===== config.mk =====
export PLATFORM = sky130hd
export DESIGN_NAME = r5p_lsu_flat
export DESIGN_NICKNAME = d
export VERILOG_FILES = /design/src/rtl/r5p_lsu_if.sv /design/src/rtl/r5p_lsu.sv /design/src/flat_wrapper.sv
export SDC_FILE = /design/constraint.sdc
export NUM_CORES = 1
export LEC_CHECK = 0
export CAP_MARGIN = 15
export CORE_UTILIZATION = 40
export CTS_CLUSTER_DIAMETER = 150
export DETAILED_ROUTE_END_ITERATION = 7
export GPL_ROUTABILITY_DRIVEN = 0
export GPL_TIMING_DRIVEN = 1
export PLACE_DENSITY = 0.85
export SLEW_MARGIN = 10
export SYNTH_ARGS = -nofsm -noshare
export SYNTH_HDL_FRONTEND = slang
export SYNTH_SLANG_ARGS = --single-unit

===== constraint.sdc =====
create_clock -name clk -period 5.8 [get_ports clk]
set_input_delay 1.16 -clock clk [delete_from_list [all_inputs] [get_ports clk]]
set_output_delay 1.16 -clock clk [all_outputs]
set_load 0.03 [all_outputs]

===== src/rtl/r5p_lsu_if.sv =====
// rtl/r5p_lsu_if.sv - single-outstanding data bus between the LSU and memory
interface r5p_lsu_if #(
   parameter int XLEN = 32,
   parameter int BW   = XLEN/8
);
   logic            ls_vld;
   logic            ls_wen;
   logic [XLEN-1:0] ls_adr;
   logic [BW-1:0]   ls_ben;
   logic [XLEN-1:0] ls_wdt;
   logic            ls_rdy;
   logic [XLEN-1:0] ls_rdt;

   modport master (
      output ls_vld, ls_wen, ls_adr, ls_ben, ls_wdt,
      input  ls_rdy, ls_rdt
   );

   modport slave (
      input  ls_vld, ls_wen, ls_adr, ls_ben, ls_wdt,
      output ls_rdy, ls_rdt
   );
endinterface


===== src/rtl/r5p_lsu.sv =====
// rtl/r5p_lsu.sv - load/store unit: aligned bus requests, lane steering, load extension
// Misaligned accesses are flagged in IDLE and never reach the bus.
module r5p_lsu #(
   parameter int XLEN = 32,
   parameter int BW   = XLEN/8
) (
   input  logic            clk,
   input  logic            rst,
   input  logic            ld,
   input  logic            st,
   input  logic [2:0]      f3,
   input  logic [XLEN-1:0] adr,
   input  logic [XLEN-1:0] wdt,
   output logic [XLEN-1:0] rdt,
   output logic            rdv,
   output logic            stall,
   output logic            mis,
   r5p_lsu_if.master       bus
);
   localparam int OW = $clog2(BW);

   typedef enum logic [1:0] {IDLE, REQ, RSP} state_t;

   state_t          state;
   logic [OW-1:0]   off_r;
   logic [2:0]      f3_r;
   logic            req;
   logic            misal;
   logic [BW-1:0]   msk;
   logic [XLEN-1:0] rep;
   logic [XLEN-1:0] sh;

   always_comb begin
      misal = 1'b0;
      msk   = BW'(1);
      rep   = {BW{wdt[7:0]}};
      case (f3[1:0])
         2'b01: begin
            misal = adr[0];
            msk   = BW'(3);
            rep   = {(BW/2){wdt[15:0]}};
         end
         2'b10: begin
            misal = |adr[1:0];
            msk   = BW'(15);
            rep   = {(BW/4){wdt[31:0]}};
         end
         2'b11: begin
            misal = |adr[2:0];
            msk   = '1;
            rep   = wdt;
         end
         default: ;
      endcase
   end

   assign req = (ld | st) && (state == IDLE);
   assign mis = req & misal;
   assign rdv = (state == RSP);

   // A store completes in the REQ cycle that sees ls_rdy; a load needs the RSP cycle.
   always_comb begin
      stall = 1'b0;
      case (state)
         IDLE:    stall = req & ~misal;
         REQ:     stall = ~(bus.ls_rdy & bus.ls_wen);
         default: stall = 1'b0;
      endcase
   end

   always_comb begin
      rdt = '0;
      sh  = bus.ls_rdt >> {off_r, 3'b000};
      if (state == RSP) begin
         case (f3_r)
            3'b000:  rdt = XLEN'($signed(sh[7:0]));
            3'b001:  rdt = XLEN'($signed(sh[15:0]));
            3'b010:  rdt = XLEN'($signed(sh[31:0]));
            3'b011:  rdt = (XLEN == 64) ? sh : '0;
            3'b100:  rdt = XLEN'(sh[7:0]);
            3'b101:  rdt = XLEN'(sh[15:0]);
            3'b110:  rdt = XLEN'(sh[31:0]);
            default: rdt = '0;
         endcase
      end
   end

   always_ff @(posedge clk or posedge rst) begin
      if (rst) begin
         state      <= IDLE;
         bus.ls_vld <= 1'b0;
         bus.ls_wen <= 1'b0;
         bus.ls_adr <= '0;
         bus.ls_ben <= '0;
         bus.ls_wdt <= '0;
         off_r      <= '0;
         f3_r       <= '0;
      end else begin
         case (state)
            IDLE: begin
               if (req & ~misal) begin
                  bus.ls_adr <= adr & ~XLEN'(BW-1);
                  bus.ls_wen <= st;
                  bus.ls_ben <= msk << adr[OW-1:0];
                  bus.ls_wdt <= rep << {adr[OW-1:0], 3'b000};
                  off_r      <= adr[OW-1:0];
                  f3_r       <= f3;
                  bus.ls_vld <= 1'b1;
                  state      <= REQ;
               end
            end
            REQ: begin
               if (bus.ls_rdy) begin
                  bus.ls_vld <= 1'b0;
                  state      <= bus.ls_wen ? IDLE : RSP;
               end
            end
            RSP:     state <= IDLE;
            default: state <= IDLE;
         endcase
      end
   end
endmodule

===== src/flat_wrapper.sv =====
// flat-port wrapper written by rule: the top's interface ports become plain ports
module r5p_lsu_flat 
#(
   parameter int XLEN = 32,
   parameter int BW   = XLEN/8
)
  (clk, rst, ld, st, f3, adr, wdt, rdt, rdv, stall, mis, bus_ls_vld, bus_ls_wen, bus_ls_adr, bus_ls_ben, bus_ls_wdt, bus_ls_rdy, bus_ls_rdt);
  r5p_lsu_if #(.XLEN(XLEN), .BW(BW)) bus_i ();
  input  logic clk;
  input  logic rst;
  input  logic ld;
  input  logic st;
  input  logic [2:0] f3;
  input  logic [XLEN-1:0] adr;
  input  logic [XLEN-1:0] wdt;
  output logic [XLEN-1:0] rdt;
  output logic rdv;
  output logic stall;
  output logic mis;
  output wire logic [$bits(bus_i.ls_vld)-1:0] bus_ls_vld;
  output wire logic [$bits(bus_i.ls_wen)-1:0] bus_ls_wen;
  output wire logic [$bits(bus_i.ls_adr)-1:0] bus_ls_adr;
  output wire logic [$bits(bus_i.ls_ben)-1:0] bus_ls_ben;
  output wire logic [$bits(bus_i.ls_wdt)-1:0] bus_ls_wdt;
  input wire logic [$bits(bus_i.ls_rdy)-1:0] bus_ls_rdy;
  input wire logic [$bits(bus_i.ls_rdt)-1:0] bus_ls_rdt;
  assign bus_ls_vld = bus_i.ls_vld;
  assign bus_ls_wen = bus_i.ls_wen;
  assign bus_ls_adr = bus_i.ls_adr;
  assign bus_ls_ben = bus_i.ls_ben;
  assign bus_ls_wdt = bus_i.ls_wdt;
  assign bus_i.ls_rdy = bus_ls_rdy;
  assign bus_i.ls_rdt = bus_ls_rdt;
  r5p_lsu #(.XLEN(XLEN), .BW(BW)) u_core (.clk(clk), .rst(rst), .ld(ld), .st(st), .f3(f3), .adr(adr), .wdt(wdt), .rdt(rdt), .rdv(rdv), .stall(stall), .mis(mis), .bus(bus_i));
endmodule

==> metrics.md <==
| Metric | Value |
|---|---|
| ANT nets after route | 0 |
| Crit-path most repeated cell | clkdlybuf4s50_1 |
| CTS resizes | 0 |
| Pwr dens | roughly 420 nW/um2 |
| Crit path launch type | primary input |
| NumNets Final | 757 |
| Worst Hold Path EP | u_core.bus.ls_wdt[20] |
| Final cell count without fillers | approximately 800 |
| Synth Flop Type | dfrtp_1 |
| R2r setup slk | 3.93 ns |
| First-pass GRT wire length | 21200 um |
| Worst-Margin Slew | approximately 1.2 ns |
| Cells after Synth | around 470 |
| Slowest-stage cell, CP | clkdlybuf4s50_1 |
| Status | complete, no violations |
| Final min period | approximately 4.6 ns |
| Final Setup Violations | 0 |
| Syn-to-layout area delta | 52.7% |
| Max-slew violations | 0 |
| Die width | around 110 um |
| Crit-path max cell delay | between 0.7 and 0.8 ns |
| Ordered list of cells on the worst path | clkdlybuf4s50_1 -> nand2b_1 -> a311oi_1 -> nand2_1 -> a21oi_1 -> clkdlybuf4s50_1 |
| PnR worst setup slack | 1.19 ns |
| Post-synthesis cell area | 4570 um2 |
| Ratio of cells with drive above 1 in the final layout | 0.134 |
| Worst Path Class, Setup | primary input to output port |
| Vias in the first global route | 4256 |
| Worst min path class | flip-flop to flip-flop |
| Period utilisation layout | 0.795 |
| Ys Warns | 0 |
| Cell taking the most area after synthesis | dfrtp_1 |
| Antenna cells | 0 |
| CTS buffer count | 9 |
| Top Ports | between 200 and 250 |
| Die height | between 100 and 150 um |
| Endpoint type of the worst setup path | output port |
| Hold Crit Start | u_core.bus.ls_wdt[20] |
| Avg WL per Cell | ~17 um |
| Initial antenna violation count | 0 |
| Worst slew margin | 0.213 |
| CP required | 4.64 ns |
| Post-synth EDFFs | 0 |
| Static Leak | 0.00286 uW |
| Via Count | about 4300 |
| Reg2reg end | u_core.off_r[1] |
| Crit Path Max Fanout | 16 |
| Die Area | 11900 um2 |
| Placed Cells | 781 |
| Vias per cell | between 5 and 6 |
| Top delay family on crit path | buffers and inverters |
| Peak supply drop | roughly 360 uV |
| MaxCap Viol Count | 0 |
| Worst path arrival time | around 3.5 ns |
| Yosys cell types | 43 |
| Reg-to-reg critical path startpoint | u_core.state[0] |
| Sequential area share after synthesis | 0.411 |
| Ranking of synthesized cells by area | dfrtp_1, mux2_2, mux2i_1 |
| Initial Util | 0.416 |
| Final wirelength | between 10000 and 15000 um |
| Hold path cells | 2 |
| CTS tree | yes |
| Setup_tns | 0 ns |
| I/O Buffers | about 210 |
| Syn avg cell area | 9.74 um2 |
| Total GRT Usage | 0.231 |
| Hold WS | 0.472 ns |
| Core box area | roughly 11000 um2 |
| Root buf cell | clkbuf_16 |
| Worst-path clk slew | roughly 0.050 ns |
| Htree depth | 3 |
| CP bufs+invs | 2 |
| Initial DRC count | 414 |
| Area fraction of the dominant cell type after synthesis | 0.411 |
| Setup Buffers After CTS | 0 |
| Worst skew pair latency | between 0.3 and 0.4 ns |
| Final HPWL DP | 10100 um |
| Max Buffers Root-to-Sink | 2 |
| Final Hold Viols | 0 |
| Clk sinks | 75 |
| Fraction of registers with async set/reset | 1.00 |
| Hold buffer count at CTS | 0 |
| Post-route DRC | 0 |
| DP Worst Slack | roughly 1.2 ns |
| Tot Pwr | 2960 uW |
| # rows | 38 |
| Clk_skew | approximately 0.0046 ns |
| Remaining Overflow, GRT | 0 |
| Post-synthesis register bit count | 75 |
| Fmax | 217 MHz |
| Pre-Repair DR Iteration Count | 4 |
| R2R cell count | 5 |
| Largest net degree at the start of global routing | between 100 and 150 |
| RSZ-0062 raised after global routing | no |
==> synth_stat cells, types with 5 or more instances <==
| cell type | n |
|---|---|
| nand2b_1 | 5 |
| buf_2 | 22 |
| mux2_4 | 10 |
| nor2_1 | 35 |
| buf_4 | 6 |
| a211oi_1 | 21 |
| o31ai_1 | 17 |
| a221oi_1 | 8 |
| nand2_1 | 63 |
| nand3b_1 | 8 |
| buf_6 | 5 |
| clkbuf_1 | 6 |
| dfrtp_1 | 75 |
| a22o_1 | 8 |
| mux2i_1 | 26 |
| a21oi_1 | 37 |
| mux2_2 | 45 |
| o21ai_0 | 29 |
| nor2b_1 | 13 |
==> per-layer routing <==
metal / vias to the layer above / GRT usage / wire, um
met5: - / 0 / 0
li1: 2048 / - / -
met2: 217 / 0.384 / 6630
met3: 38 / 0.0687 / 1240
met1: 2034 / 0.280 / 5640
met4: 0 / 0.0936 / 323
==> worst reg2reg max path: stages, from the launching register on <==
cell and delay [ns]:
dfrtp_1 0.38, nor2_1 0.10, o2111ai_4 0.11, buf_4 0.44
buf_16 0.34, mux2_2 0.38
==> area by class of cell <==
class | instances | area, um2
Clock buffer | 13 | 280
Clock inverter | 3 | 43.8
Fill cell | 891 | 4010
Inverter | 3 | 12.5
Multi-Input combinational cell | 351 | 2450
Sequential cell | 75 | 1880
Tap cell | 140 | 175
Timing Repair Buffer | 213 | 2130
==> power by group <==
group	internal (uW)	leakage (uW)	switching (uW)	total (uW)
Combinational	676	0.00177	810	1490
Sequential	718	0.000924	167	885
Clock	380	0.000162	210	590
Total	1770	0.00286	1190	2960
==> kinds of logic (layout without fill, tap and decap cells) <==
kind of cell / after synthesis / count (layout) / synth area share
XOR/XNOR: 1 / 1 / 0.00192
buffers and inverters: 44 / 232 / 0.0553
AND/OR/NAND/NOR: 133 / 133 / 0.135
multiplexers: 85 / 85 / 0.213
AO/OA/AOI/OAI: 130 / 130 / 0.183
other: 1 / 2 / 0.000821
flip-flops: 75 / 75 / 0.411
==> placed cells by master (no fill, tap or decap), types with 2 or more instances in the layout <==
| cell | count |
|---|---|
| clkbuf_16 | 9 |
| a21oi_1 | 37 |
| nand2b_1 | 5 |
| buf_4 | 6 |
| mux2i_1 | 26 |
| o21ai_0 | 29 |
| conb_1 | 2 |
| mux2_2 | 45 |
| dfrtp_1 | 75 |
| a211oi_1 | 21 |
| nand3b_1 | 8 |
| nand2_1 | 63 |
| o31ai_1 | 17 |
| nor2_1 | 35 |
| clkbuf_8 | 4 |
| a21o_1 | 2 |
| mux2_4 | 10 |
| a221oi_1 | 8 |
| a22o_1 | 8 |
| mux2_1 | 3 |
| clkdlybuf4s50_1 | 206 |
| or2_2 | 2 |
| clkinv_2 | 2 |
| nor2b_1 | 13 |
==> flip-flops by register name (all words and copies together) (netlist names) <==
name and count:
u_core.bus.ls_adr 30, u_core.bus.ls_ben 4, u_core.bus.ls_vld 1, u_core.bus.ls_wdt 32
u_core.bus.ls_wen 1, u_core.f3_r 3, u_core.off_r 2, u_core.state 2
==> metrics by stage <==
stage / util / cell area, um2
finish: 0.635 / 6980
global route: 0.635 / 6980
CTS: 0.633 / 6950
detailed placement: 0.603 / 6630
global placement: 0.603 / 6630
floorplan: - / 4570
==> how the worst max path moves through the flow <==
| stage | start | end | cells after the start |
|---|---|---|---|
| 2_1_floorplan | bus_ls_rdt[23] | rdt[21] | 5 |
| 3_3_place_gp | bus_ls_rdt[23] | rdt[17] | 6 |
| 3_5_place_dp | bus_ls_rdt[23] | rdt[17] | 6 |
| 4_1_cts | bus_ls_rdt[23] | rdt[17] | 6 |
| 5_1_grt | bus_ls_rdt[23] | rdt[17] | 6 |
| 6_report | bus_ls_rdt[23] | rdt[17] | 6 |
No activity file was read; power rests on OpenSTA's default activity.
